**src/rtl/fp_operand_loader_if.sv**
```systemverilog
// Operand-loader bus: byte stream in, assembled operands to the multiplier,
// multiplier product back in, captured product and its classification out.
interface fp_operand_loader_if;
   logic        start;
   logic [7:0]  byte_in;
   logic        byte_valid;
   logic [31:0] op_a;
   logic [31:0] op_b;
   logic        op_valid;
   logic [31:0] result_in;
   logic [31:0] result;
   logic        result_valid;
   logic        flag_zero;
   logic        flag_inf;
   logic        flag_nan;
   logic        busy;

   modport master (
      output start, byte_in, byte_valid, result_in,
      input  op_a, op_b, op_valid, result, result_valid,
      input  flag_zero, flag_inf, flag_nan, busy
   );

   modport slave (
      input  start, byte_in, byte_valid, result_in,
      output op_a, op_b, op_valid, result, result_valid,
      output flag_zero, flag_inf, flag_nan, busy
   );
endinterface

```
**src/rtl/fp_operand_loader.sv**
```systemverilog
// Shifts 8 MSB-first bytes into single-precision operands A/B, pulses op_valid, captures the
// product LAT cycles later (result_valid LAT+1 after op_valid); byte_valid low simply stalls loading.
module fp_operand_loader #(
   parameter int unsigned LAT = 2
) (
   input logic               clk,
   input logic               rst,
   fp_operand_loader_if.slave bus
);

   typedef enum logic [2:0] {
      IDLE   = 3'd0,
      LOAD_A = 3'd1,
      LOAD_B = 3'd2,
      ISSUE  = 3'd3,
      WAIT   = 3'd4,
      DONE   = 3'd5
   } state_t;

   localparam logic [3:0] LAT_W = 4'(LAT);

   state_t      state_q, state_d;
   logic [1:0]  byte_cnt_q, byte_cnt_d;
   logic [3:0]  wait_cnt_q, wait_cnt_d;
   logic [31:0] op_a_q, op_a_d;
   logic [31:0] op_b_q, op_b_d;
   logic [31:0] result_q, result_d;
   logic        flag_zero_q, flag_zero_d;
   logic        flag_inf_q, flag_inf_d;
   logic        flag_nan_q, flag_nan_d;

   logic        last_byte;
   logic        exp_all_ones;
   logic        mant_zero;
   logic        capture;

   assign last_byte    = bus.byte_valid && (byte_cnt_q == 2'd3);
   assign exp_all_ones = (bus.result_in[30:23] == 8'hFF);
   assign mant_zero    = (bus.result_in[22:0] == 23'd0);
   assign capture      = (state_q == WAIT) && (wait_cnt_q == 4'd1);

   always_ff @(posedge clk or negedge rst) begin
      if (!rst) begin
         state_q <= IDLE;
      end else begin
         state_q <= state_d;
      end
   end

   always_comb begin
      state_d = state_q;
      case (state_q)
         IDLE:    if (bus.start) state_d = LOAD_A;
         LOAD_A:  if (last_byte) state_d = LOAD_B;
         LOAD_B:  if (last_byte) state_d = ISSUE;
         ISSUE:   state_d = WAIT;
         WAIT:    if (wait_cnt_q == 4'd1) state_d = DONE;
         DONE:    state_d = IDLE;
         default: state_d = IDLE;
      endcase
   end

   always_comb begin
      bus.op_valid     = (state_q == ISSUE);
      bus.result_valid = (state_q == DONE);
      bus.busy         = (state_q != IDLE);
   end

   // Operands are cleared on start so a partial load never shows stale bytes.
   always_comb begin
      byte_cnt_d  = byte_cnt_q;
      wait_cnt_d  = wait_cnt_q;
      op_a_d      = op_a_q;
      op_b_d      = op_b_q;
      result_d    = result_q;
      flag_zero_d = flag_zero_q;
      flag_inf_d  = flag_inf_q;
      flag_nan_d  = flag_nan_q;
      case (state_q)
         IDLE: begin
            if (bus.start) begin
               byte_cnt_d = 2'd0;
               op_a_d     = 32'd0;
               op_b_d     = 32'd0;
            end
         end
         LOAD_A: begin
            if (bus.byte_valid) begin
               op_a_d     = {op_a_q[23:0], bus.byte_in};
               byte_cnt_d = last_byte ? 2'd0 : byte_cnt_q + 2'd1;
            end
         end
         LOAD_B: begin
            if (bus.byte_valid) begin
               op_b_d     = {op_b_q[23:0], bus.byte_in};
               byte_cnt_d = last_byte ? 2'd0 : byte_cnt_q + 2'd1;
            end
         end
         ISSUE: begin
            wait_cnt_d = LAT_W;
         end
         WAIT: begin
            wait_cnt_d = wait_cnt_q - 4'd1;
         end
         default: begin
         end
      endcase
      if (capture) begin
         result_d    = bus.result_in;
         flag_zero_d = (bus.result_in[30:0] == 31'd0);
         flag_inf_d  = exp_all_ones && mant_zero;
         flag_nan_d  = exp_all_ones && !mant_zero;
      end
   end

   always_ff @(posedge clk or negedge rst) begin
      if (!rst) begin
         byte_cnt_q  <= 2'd0;
         wait_cnt_q  <= 4'd0;
         op_a_q      <= 32'd0;
         op_b_q      <= 32'd0;
         result_q    <= 32'd0;
         flag_zero_q <= 1'b0;
         flag_inf_q  <= 1'b0;
         flag_nan_q  <= 1'b0;
      end else begin
         byte_cnt_q  <= byte_cnt_d;
         wait_cnt_q  <= wait_cnt_d;
         op_a_q      <= op_a_d;
         op_b_q      <= op_b_d;
         result_q    <= result_d;
         flag_zero_q <= flag_zero_d;
         flag_inf_q  <= flag_inf_d;
         flag_nan_q  <= flag_nan_d;
      end
   end

   assign bus.op_a      = op_a_q;
   assign bus.op_b      = op_b_q;
   assign bus.result    = result_q;
   assign bus.flag_zero = flag_zero_q;
   assign bus.flag_inf  = flag_inf_q;
   assign bus.flag_nan  = flag_nan_q;

endmodule
```
**src/flat_wrapper.sv**
```systemverilog
// flat-port wrapper written by rule: the top's interface ports become plain ports
module fp_operand_loader_flat 
#(
   parameter int unsigned LAT = 2
)
  (clk, rst, bus_start, bus_byte_in, bus_byte_valid, bus_result_in, bus_op_a, bus_op_b, bus_op_valid, bus_result, bus_result_valid, bus_flag_zero, bus_flag_inf, bus_flag_nan, bus_busy);
  fp_operand_loader_if bus_i ();
  input logic clk;
  input logic rst;
  input wire logic [$bits(bus_i.start)-1:0] bus_start;
  input wire logic [$bits(bus_i.byte_in)-1:0] bus_byte_in;
  input wire logic [$bits(bus_i.byte_valid)-1:0] bus_byte_valid;
  input wire logic [$bits(bus_i.result_in)-1:0] bus_result_in;
  output wire logic [$bits(bus_i.op_a)-1:0] bus_op_a;
  output wire logic [$bits(bus_i.op_b)-1:0] bus_op_b;
  output wire logic [$bits(bus_i.op_valid)-1:0] bus_op_valid;
  output wire logic [$bits(bus_i.result)-1:0] bus_result;
  output wire logic [$bits(bus_i.result_valid)-1:0] bus_result_valid;
  output wire logic [$bits(bus_i.flag_zero)-1:0] bus_flag_zero;
  output wire logic [$bits(bus_i.flag_inf)-1:0] bus_flag_inf;
  output wire logic [$bits(bus_i.flag_nan)-1:0] bus_flag_nan;
  output wire logic [$bits(bus_i.busy)-1:0] bus_busy;
  assign bus_i.start = bus_start;
  assign bus_i.byte_in = bus_byte_in;
  assign bus_i.byte_valid = bus_byte_valid;
  assign bus_i.result_in = bus_result_in;
  assign bus_op_a = bus_i.op_a;
  assign bus_op_b = bus_i.op_b;
  assign bus_op_valid = bus_i.op_valid;
  assign bus_result = bus_i.result;
  assign bus_result_valid = bus_i.result_valid;
  assign bus_flag_zero = bus_i.flag_zero;
  assign bus_flag_inf = bus_i.flag_inf;
  assign bus_flag_nan = bus_i.flag_nan;
  assign bus_busy = bus_i.busy;
  fp_operand_loader #(.LAT(LAT)) u_core (.clk(clk), .rst(rst), .bus(bus_i));
endmodule
```
**config.mk**
```make
export PLATFORM = sky130hd
export DESIGN_NAME = fp_operand_loader_flat
export DESIGN_NICKNAME = d
export VERILOG_FILES = /design/src/rtl/fp_operand_loader_if.sv /design/src/rtl/fp_operand_loader.sv /design/src/flat_wrapper.sv
export SDC_FILE = /design/constraint.sdc
export NUM_CORES = 1
export LEC_CHECK = 0
export BUFFER_PORTS_ARGS = -buffer_cell sky130_fd_sc_hd__buf_4
export CORE_ASPECT_RATIO = 0.75
export CORE_MARGIN = 2
export CORE_UTILIZATION = 35
export CTS_CLUSTER_SIZE = 16
export DETAILED_ROUTE_END_ITERATION = 10
export HOLD_SLACK_MARGIN = 0.08
export PLACE_DENSITY = 0.58
export REMOVE_ABC_BUFFERS = 1
export SYNTH_ARGS = -nofsm -noshare
export SYNTH_HDL_FRONTEND = slang
export SYNTH_SLANG_ARGS = --single-unit
```
**constraint.sdc**
```tcl
create_clock -name clk -period 3.6 [get_ports clk]
set_input_delay 0.54 -clock clk [delete_from_list [all_inputs] [get_ports clk]]
set_output_delay 0.54 -clock clk [all_outputs]
set_load 0.01 [all_outputs]
```
==> run summary, run 1 <==
Measured in cells, the most critical reg-to-reg path has a length of 5. The achievable frequency came out at 419.1 MHz. For this run, the post-layout net count is 553. The count of boundary I/O pins is around 150. Setup repair after global routing left no endpoint under its margin. The kind of end point of the critical path is a flop. The maximum buffer depth of the clock tree is 2. The synthesized design spends more area on one cell type than any other, namely dfrtp_1. The reported net switching power is approximately 1300 µW. Summed over all layers, the global routing overflow is 0. The post-route fraction of the period consumed by the critical path came out at roughly two thirds. The number of levels the H-tree was split into came out at 3.

The number of cell rows is 35. The detailed placement HPWL is around 8000 µm. The maximum vdd ir drop is ~290 µV. Counting every instance in the synthesized netlist gives 369. The sequential share of power is a little over two fifths. The effective utilization at floorplan came out at roughly 36%. The number of failing hold endpoints at the final stage is 0.

The share of cells above drive strength 1 came out at 39.73%. The number of synthesis warnings is 0. The internal power contribution is ~2500 µW. Yosys attributes the largest share of cell area to dfrtp_1 62%, mux2_2 8.2%, a22o_1 6.6%, nand2_1 6.3%, nand3_1 4.0%. The hold buffer count at cts came out at 0.

The core area came out at around 0.012 mm². The synthesized flop and latch total came out at roughly 110. In this run the worst hold path is classified as in -> async. Entering global routing, the biggest net connects 74 pins.

The headroom to the max-slew limit is a little over a fifth. The power density relative to cell area is about 640 mW/mm². The synthesized design contains 0 enable-type register cells. The detailed-router iteration count before antenna repair came out at 6. The number of antenna violations at the first check in global routing is 0.

The number of vias per cell after detailed routing came out at 4.914. For the worst-skew pair, the clock arrives at the later sink with an insertion delay of 0.34 ns. The area growth from synthesis to final layout is 34.84%. The critical path is of the reg -> reg type.

The total clock sinks is 108. For this run, the total global-route usage over all layers was measured as 16.96%. Counting the fill cells in the layout gives 1,152.

After detailed routing, the average wire length per cell comes to ~16 µm. The post-cts resize count is 0. The combinational fraction of design power came out at between 30% and 40%. The number of nets with antenna violations after detailed routing is 0. The number of DRC violations after detailed-routing iteration 0 is 160. The sequential-to-total area share from yosys stat is about three fifths. The final hold slack is between 0.3 and 0.4 ns. The x dimension of the die came out at 133.3 µm. The via count of the first global-routing pass is 3,323. The beginning of the worst register-to-register path is u_core.wait_cnt_q[1]. The die area came out at around 0.013 mm². From bottom edge to top edge, the die measures 101.0 µm.

The setup slack on the worst flop-to-flop path is between 1 and 1.5 ns. The slew at the pin closest to its max-slew limit is 1.172 ns. The number of cells in the design after placement came out at roughly 660.

Leaving out filler cells and counting taps, the final layout contains about 680. Counting instances in the post-synthesis netlist gives the leading cell types as 108 x dfrtp_1, 74 x nand2_1, 35 x nand3_1. The number of slew-limit violations in the final report came out at 0.

The aggregate negative setup slack came out at 0 ns. The first-pass GRT wire length came out at roughly 18,000 µm. The mean area per synthesized cell is ~12 µm². Data on the critical path arrives at its endpoint at about 2.6 ns. The antenna diode count is 0. The clock input transition at the sequential cells of the worst setup and hold paths is 0.07 ns.

After detailed routing, the number of remaining DRC violations is 0. In this run the static leakage power is roughly 0.0030 µW. After synthesis, the share of flip-flops with an asynchronous set or reset is 100.0%. The run finished with clean final reports. The count of unique library cells instantiated by Yosys is 39.

The flip-flop cell with the highest count after synthesis is dfrtp_1. The routability-driven placement congestion ratio came out at about 0.8. The minimum period implied by the final worst setup slack came out at 2.386 ns.

The clock network is responsible for 25.7% of the overall power. The number of CTS-inserted buffers came out at 9. Max-cap violations in this run came to 0.

The worst path required time came out at ~3.8 ns. During placement, the flow inserted port buffers numbering between 100 and 150. The clock tree root driver cell is clkbuf_16. The maximum clock skew at final layout came out at 0.005494 ns. The net switching fraction of the power is around 34%. The vias after detailed routing is between 3,000 and 4,000. The synthesized cell area came out at ~0.0044 mm². STA classifies the critical path startpoint as a flop.

The area share of the leading cell type in the synthesized netlist came out at 61.59%. The buffers inserted during post-CTS setup optimization came out at 0. The end of the worst register-to-register path is u_core.bus.result[21]. The most common cell in the synthesized netlist is dfrtp_1. TritonCTS built the clock tree.

The total routed wirelength came out at between 10,000 and 15,000 µm. In this run the worst path has a maximum fanout of 38. Setup violations remaining at the end of the flow were counted as 0.
[cell type report]
cell class / instances / area [µm²] / share of cell area [%]
timing repair buffer: 151 / 1146 / 19.37
inverter: 5 / 18.77 / 0.3172
clock buffer: 12 / 246.5 / 4.166
tap: 166 / 207.7 / 3.510
multi-input combinational: 231 / 1546 / 26.14
clock inverter: 4 / 48.80 / 0.8247
sequential: 108 / 2703 / 45.68
[power groups by stage]
| stage | combinational (µW) | sequential, µW | clock, µW |
|---|---|---|---|
| after CTS | 1200 | 1650 | 1010 |
| after global routing | 1300 | 1680 | 1060 |
| final | 1170 | 1650 | 977 |
| after global placement | 1180 | 1660 | 0 |
| after floorplan | 458 | 1720 | 0 |
| after detailed placement | 1200 | 1670 | 0 |
[registers in the layout, summed over array words and instances (netlist names), 2 cells and up]
| name | count |
|---|---|
| u_core.byte_cnt_q | 2 |
| u_core.wait_cnt_q | 4 |
| u_core.bus.op_b | 32 |
| u_core.bus.op_a | 32 |
| u_core.bus.result | 32 |
| u_core.state_q | 3 |
[placed cells by master (no fill, tap or decap), drive strengths merged, types with 2 or more instances in the layout]
cell | netlist | layout
clkinv | 0 | 3
nor3 | 4 | 4
buf | 16 | 151
or3 | 4 | 4
nand2 | 74 | 74
inv | 5 | 5
nor4 | 7 | 7
nor2b | 2 | 2
nor3b | 3 | 3
nor2 | 2 | 2
o21ai | 3 | 3
dfrtp | 108 | 108
mux2 | 32 | 32
nand3 | 35 | 35
ha | 3 | 3
nand2b | 3 | 3
a22o | 33 | 33
nand4 | 2 | 2
clkbuf | 9 | 12
mux2i | 4 | 4
a21oi | 5 | 5
[metrics by stage]
step | utilization (%) | total power, µW | setup slack [ns] | area [µm²]
final | 48.26 | 3797 | 1.214 | 5917
after global routing | 48.26 | 4047 | 0.9678 | 5917
after CTS | 48.26 | 3853 | 1.202 | 5917
after detailed placement | 45.85 | 2867 | 1.215 | 5622
after global placement | 45.85 | 2833 | 1.290 | 5622
after floorplan | - | 2177 | 0.9042 | 4245
[per-layer routing]
metal / global-route usage [%] / routed length [µm] / vias up / part of all wire [%]
met5: 0 / 0 / - / 0
met1: 23.41 / 5159 / 1651 / 46
li1: - / - / 1571 / -
met4: 5.565 / 170 / 0 / 1.5
met3: 4.123 / 537 / 13 / 4.8
met2: 26.49 / 5282 / 92 / 47
[worst max path at each step]
stage                         startpoint  slack, ns  cells after the start                     to
CTS                 u_core.wait_cnt_q[1]       1.20                      5    u_core.bus.flag_inf
finish              u_core.wait_cnt_q[1]       1.21                      5  u_core.bus.result[21]
floorplan              u_core.state_q[0]       0.90                      4     u_core.bus.op_a[0]
detailed placement  u_core.wait_cnt_q[1]       1.22                      5    u_core.bus.flag_inf
global placement       u_core.state_q[0]       1.29                      3  u_core.bus.result[17]
global route        u_core.wait_cnt_q[1]       0.97                      5    u_core.bus.flag_inf
[worst max-delay path, stage by stage (launching register included)]
cell and delay [ns]:
dfrtp_1 0.40, inv_1 0.08, ha_1 0.13, nor3b_1 0.29
nand3_2 0.76, mux2_2 0.57
[kinds of logic after synthesis]
group | Yosys count | synth area share, %
and+or+nand+nor | 142 | 15.37
DFF | 108 | 61.59
AOI/OAI and AO/OA | 49 | 9.182
muxes | 36 | 9.125
buffers and inverters | 30 | 3.678
adders and majority gates | 3 | 0.8555
xor gates and xnor gates | 1 | 0.1996
(Power assumes the default switching activity.)
==> run 2, diff against run 1 <==
- clock period: 3.6 -> 2.45 ns (I/O delays scaled with it)
==> run 2 against run 1 <==
  * Non-clock buffer count is 7 higher
  * Maximum frequency increased by 19%
  * Global-route usage fell by 0.64 points
  * Sequential share of layout area decreased by 0.56 points
  * Wire length shrank 2.8%
  * Utilization up 0.60 points
  * Largest cell class unchanged
  * Design area up 1.2%
  * Largest power group unchanged
  * Sequential cell count stayed put
  * Critical endpoint is now u_core.bus.result[18]
  * Critical path type unchanged
  * First-iteration DRC count is 41% higher
  * Clock skew up 0.0069 ns
  * Hold slack lost 0.088 ns
==> run summary, run 2 (synthesized netlist as in run 1, its figures left out) <==
The run finished with clean final reports. The global routing met2 resource utilization is 24.19%. The maximum clock skew at final layout is approximately 0.012 ns. The final count of negative-setup-slack endpoints is 0.

The analysis attributes to cell leakage a power of between 0.003 and 0.004 µW. The maximum buffer depth of the clock tree came out at 2. The number of antenna violations at the first check in global routing is 0.

For this run, the post-layout net count is 560. The global-route met3 utilization came out at under 10%. Across all hold checks on the routed design, the worst slack comes to 0.2548 ns. The number of cell rows came out at 35.

The top fanout value on the critical path is 25. The worst hold path belongs to the class in -> reg. The detailed placement HPWL is between 7000 and 8000 µm. Setup repair after global routing left no endpoint under its margin. The clock input transition at the sequential cells of the worst setup and hold paths came out at approximately 0.070 ns.

The number of maximum-capacitance constraint violations is 0. Global routing finished with a remaining overflow of 0. Cell internal power was estimated by the tool at 3729 µW. The count of boundary I/O pins is around 150. The sequential share of power is about 42%.

The routability-driven placement congestion ratio came out at 0.7556. The number of clock buffers added by TritonCTS is 9. The DRC violation count after routing is 0. The via count of the first global-routing pass is roughly 3,200.

Per report_power, the clock group accounts for 25.9% of the total. At the worst endpoint, the arrival time is around 2.2 ns. Across every metal layer, demand over resource in global routing totals about 16%. The busiest layer in global routing is met2. Leaving out fill and tap cells, the most frequent cell in the layout is buf_4. The effective utilization at floorplan came out at 35.79%.

The share of cells above drive strength 1 is between 40 and 50%. The clock insertion delay at the later pin of the skew report is 0.34 ns. The slowest cell on the critical path is dfrtp_1. The headroom to the max-slew limit is a little under two thirds. The height of the die came out at ~100 µm. The maximum vdd ir drop came out at around 480 µV. The floorplan step set the die width to 133.3 µm. STA classifies the critical path endpoint as a flop.

At the worst endpoint, the required time is 2.67 ns. The final routed wire length divided by cell count is 15.85 µm. Power spread over the standard cell area amounts to around 940 mW/mm².

The clock tree root driver cell is clkbuf_16. The total clock sinks is between 100 and 150. The achievable frequency is around 500 MHz. The die area came out at around 0.013 mm². The first routing iteration left 226 violations. The worst slack after detailed placement is ~0.45 ns. In the layout the commonest cells are 155 x buf_4, 108 x dfrtp_1, 74 x nand2_1, 34 x nand3_1, 33 x a22o_1.

The total routed wirelength came out at between 10,000 and 15,000 µm. The minimum period implied by the final worst setup slack came out at 2.007 ns. 0 antenna diodes ended up in the layout. The worst path uses 81.90% of the clock period. The post-route total power came out at 5642 µW. The first-pass GRT wire length is roughly 17,000 µm. The core area is 0.01226 mm². The post-cts resize count is 0. TritonCTS built the clock tree.

The worst setup path is of the reg -> reg kind. The number of nets with antenna violations after detailed routing is 0. The net switching fraction of the power came out at about 34%. The number of slew-limit violations in the final report came out at 0.

The number of input and output port buffers inserted came out at ~150. The number of levels the H-tree was split into is 3. The minimum setup slack in the final design is approximately 0.44 ns. STA classifies the critical path startpoint as a flop.

The slew at the pin closest to its max-slew limit came out at about 0.55 ns. In this design, the stage delay of the slowest critical-path cell is just over 0.4 ns. Traced cell by cell, the critical path runs through inv_1, ha_1, nor3b_1, nand3_2, buf_12, mux2_2. The number of vias per cell after detailed routing came out at roughly 4.9.

The reported net switching power came out at ~1900 µW. The maximum number of pins on one net before global-route repair came out at roughly 70. From synthesis to final layout, the design area changed by 36.53%. The combinational fraction of design power came out at 31.8%. The vias after detailed routing came out at between 3,000 and 4,000. The number of failing hold endpoints at the final stage is 0.

The first TritonRoute pass finished after 4 iterations. In the global route stage, met1 resource usage came out at approximately a quarter. The aggregate negative setup slack came out at 0 ns.
run 2: changes by cell type in the layout (fill, tap and decap cells not counted):
cell	before	now
clkinv_2	2	1
clkinv_4	1	0
buf_4	150	155
dlygate4sd3_1	0	1
clkinvlp_4	0	2
inv_6	0	1
buf_12	1	2
clkbuf_1	2	1
run 2: cell type report:
| cell class | instances | area [µm²] |
|---|---|---|
| Inverter | 5 | 18.77 |
| Multi-Input combinational cell | 231 | 1546 |
| Fill cell | 1087 | 6271 |
| Timing Repair Buffer | 158 | 1214 |
| Sequential cell | 108 | 2703 |
| Clock inverter | 5 | 58.81 |
| Clock buffer | 11 | 242.7 |
| Tap cell | 166 | 207.7 |
run 2: what timing repair did:
| action | CTS | global route |
|---|---|---|
| hold endpoints to repair | 67 | 0 |
| hold buffers | 1 | 0 |
| setup buffers | 0 | 0 |
| endpoints found under the setup margin | 0 | 0 |
run 2: worst paths after layout:
path	start	slack (ns)	cells after the start	end
min	bus_byte_in[2]	0.25	2	u_core.bus.op_b[2]
max reg2reg	u_core.wait_cnt_q[1]	0.44	6	u_core.bus.result[18]
max in group asynchronous	rst	1.42	3	u_core.bus.op_a[2]
min reg2reg	u_core.bus.op_a[26]	0.47	2	u_core.bus.op_a[26]
max	u_core.wait_cnt_q[1]	0.44	6	u_core.bus.result[18]
min in group asynchronous	rst	0.56	3	u_core.bus.result[13]
run 2: power groups by stage:
stage | combinational, µW | sequential (µW) | clock (µW)
floorplan | 674 | 2530 | 0
global placement | 1790 | 2410 | 0
detailed placement | 1830 | 2420 | 0
CTS | 1830 | 2390 | 1510
global route | 1980 | 2440 | 1580
finish | 1790 | 2390 | 1460
run 2: metal layers:
layer	up-vias	part of all wire [%]
met5	-	0
met2	92	45
met4	0	1.8
met3	14	4.9
li1	1592	-
met1	1671	48
run 2: through the flow:
| step | cells | instance area [µm²] | util [%] |
|---|---|---|---|
| 2_1_floorplan | 344 | 4245 | - |
| 3_3_place_gp | 667 | 5679 | 46.32 |
| 3_5_place_dp | 667 | 5679 | 46.32 |
| 4_1_cts | 684 | 5991 | 48.86 |
| 5_1_grt | 684 | 5991 | 48.86 |
| 6_report | 684 | 5991 | 48.86 |
run 2: worst max-delay path, delay by kind of cell (launching register included):
family / cells / cell delay [ns]
fa+ha+maj: 1 / 0.14
buf+inv: 2 / 0.40
flops: 1 / 0.41
mux: 1 / 0.28
simple gates: 2 / 0.65
==> run 3, diff against run 2 <==
- PLACE_DENSITY: 0.58 -> 0.6
- clock period: 2.45 -> 1.68 ns (I/O delays scaled with it)
==> run 3 against run 2 <==
  * Wire length up 1.5%
  * Critical path depth shrank 3
  * Die area did not move
  * Critical endpoint is now bus_busy
  * Sequential cell count did not move
==> run summary, run 3 (synthesized netlist as in run 1, its figures left out) <==
The total clock sinks is ~110. The part of the total power dissipated in the clock network came out at a little under a quarter. The path class of the lowest-slack min-delay path is in -> reg.

Cells with a size suffix above 1 make up 42.50% of the layout. The detailed placement HPWL is 7646 µm. The fill cell total of the finished layout is about 1,100. Port buffering added 145 buffers.

The number of levels the H-tree was split into came out at 3. The beginning of the worst register-to-register path is u_core.state_q[1]. The number of slew-limit violations in the final report is 0. The maximum buffer depth of the clock tree is 2. The x dimension of the die is 133.3 µm. The maximum vdd ir drop came out at just over 600 µV.

After detailed routing, the number of remaining DRC violations is 0. The maximum clock skew at final layout came out at 0.006719 ns. The top fanout value on the critical path came out at 8. The worst path required time is approximately 1.4 ns. The global routing stage identified its most utilized layer as met2. The setup slack on the worst flop-to-flop path came out at approximately 0.09 ns. For this run, the top clock speed supported by timing is between 600 and 700 MHz. The library cells used most frequently in the layout, excluding fill and tap cells, are 156 x buf_4, 105 x dfrtp_1, 74 x nand2_1, 34 x nand3_1, 33 x a22o_1.

The via count of the first global-routing pass came out at between 3,000 and 4,000. Dividing the detail-routed wire length by the instance count gives roughly 16 µm. The flow ran to the end, and the final reports show no timing, DRC or antenna violations.

The first element of the critical path is u_core.state_q[2]. The count of boundary I/O pins came out at about 150. The routed design has 11,000 µm of wire. The die area is 0.01346 mm².

The height of the die is 101.0 µm. The leakage power of the design came out at approximately 0.0031 µW. The later pin in the worst-skew pair is clocked with a latency of between 0.3 and 0.4 ns.

The first global-routing pass estimated around 17,000 µm of wire. The global routing met2 resource utilization came out at roughly a quarter. The data arrival time at the worst-slack endpoint is ~1.4 ns. 0 antenna diodes ended up in the layout. The reported net switching power came out at roughly 2800 µW. At the pin with the least slew margin, the transition time is between 0.5 and 0.6 ns. The met1 usage in global routing is a little under a quarter. The post-layout net count is 570. The number of cells in the design after placement came out at 669. The headroom to the max-slew limit is between 60% and 70%.

The post-route total power is 8317 µW. The worst setup path is launched from a flop. The core region is roughly 0.012 mm².

The vias after detailed routing came out at 3,400. The routability-driven placement congestion ratio came out at between 0.8 and 0.9. TritonCTS built the clock tree.

The worst path uses 98.09% of the clock period. The number of antenna violations at the first check in global routing is 0. For this run, the share of the core covered by cells in the final layout is 49.83%. The origin of the worst min-delay path is bus_byte_in[3].

The kind of end point of the critical path is an output port. The internal portion of the total power is 5489 µW. After clock tree synthesis, the clock-pin slew on the worst setup and hold paths is roughly 0.070 ns. The detailed-router iteration count before antenna repair came out at 4.

The initial utilization of the core area, before any placement, comes to 35.79%. The global-route met3 utilization is ~3.8%. The final hold slack came out at 0.1298 ns. The number of failing hold endpoints at the final stage came out at 0.

Entering global routing, the biggest net connects approximately 110 pins. The number of CTS-inserted buffers is 9. The power density relative to cell area is ~1400 mW/mm². Dividing the detail-routed via count by the number of cells gives ~4.9. The net switching fraction of the power came out at approximately a third. The most common library cell in the layout ignoring fill and taps is buf_4. The final count of negative-setup-slack endpoints is 0. The share of total power dissipated in sequential elements is between 40% and 50%. The final global-route overflow total is 0. The final cell count without fillers came out at 693. The worst path in the final design needs a cycle of around 1.6 ns, including I/O delays and setup. The number of DRC violations after detailed-routing iteration 0 came out at ~180. The clock tree root driver cell is clkbuf_16. The setup path with the least slack is of type reg -> out. The number of nets with antenna violations after detailed routing is 0. The number of maximum-capacitance constraint violations came out at 0. In this run, the combinational gates consume between 30% and 40% of the power. The global-route total usage across every layer is between 10% and 20%. The area growth from synthesis to final layout is 39.24%. The floorplan has 35 rows.
[run 3: cell types whose count changed in the layout (fill, tap and decap cells not counted), moves of 3 or more]
cell	previous run	this run
buf_12	2	6
buf_6	0	4
dfrtp_1	108	105
dfrtp_2	0	3
[run 3: what timing repair did]
| item | 4_1_cts | 5_1_grt |
|---|---|---|
| hold buffers | 1 | 0 |
| cloned | 0 | 1 |
| endpoints found under the setup margin | 3 | 2 |
| setup buffers | 3 | 4 |
| pin swaps | 0 | 1 |
| endpoints found under the hold margin | 108 | 0 |
| gates resized for setup | 5 | 4 |
[run 3: power groups by stage]
stage	Clock, µW	Combinational, µW	Sequential (µW)
after floorplan	0	982	3680
after global placement	0	2720	3510
after detailed placement	0	2780	3530
after CTS	2020	2880	3440
after global routing	2130	3210	3530
final	1960	2910	3450
[run 3: path summary, 6_finish.rpt]
check | end | depth (start not counted)
worst min register to register | u_core.bus.op_a[24] | 2
min in group asynchronous | u_core.bus.result[19] | 3
max in group asynchronous | u_core.state_q[2] | 3
worst max register to register | u_core.bus.op_b[26] | 5
worst max-delay path | bus_busy | 3
worst min-delay path | u_core.bus.op_b[3] | 2
[run 3: layout make-up]
type	count	area [µm²]	area share [%]
flip-flops and latches	108	2706	44.30
multi-input cells	231	1556	25.48
repair buffers	168	1351	22.12
clock buffers	11	242.7	3.973
well taps	166	207.7	3.400
clock inverters	4	26.28	0.4301
inverters	5	18.77	0.3072
[run 3: metal layers]
metal | up-vias | part of all wire (%) | routed length [µm]
met2 | 94 | 47 | 5216
met3 | 10 | 4.4 | 480
met5 | - | 0 | 0
li1 | 1613 | - | -
met1 | 1683 | 47 | 5180
met4 | 0 | 1.1 | 125
[run 3: through the flow]
step / setup slack, ns / TNS (ns) / cell area [µm²]
floorplan: -1.016 / -69.09 / 4245
global placement: 0.02733 / 0 / 5744
detailed placement: -0.009109 / -0.009109 / 5744
CTS: 0.002033 / 0 / 6058
global route: -0.001946 / -0.001946 / 6110
finish: 0.03212 / 0 / 6110
[run 3: critical path: stages, from the launching register on]
cell	delay (ns)
dfrtp_2	0.42
buf_6	0.14
or3_4	0.38
buf_6	0.13
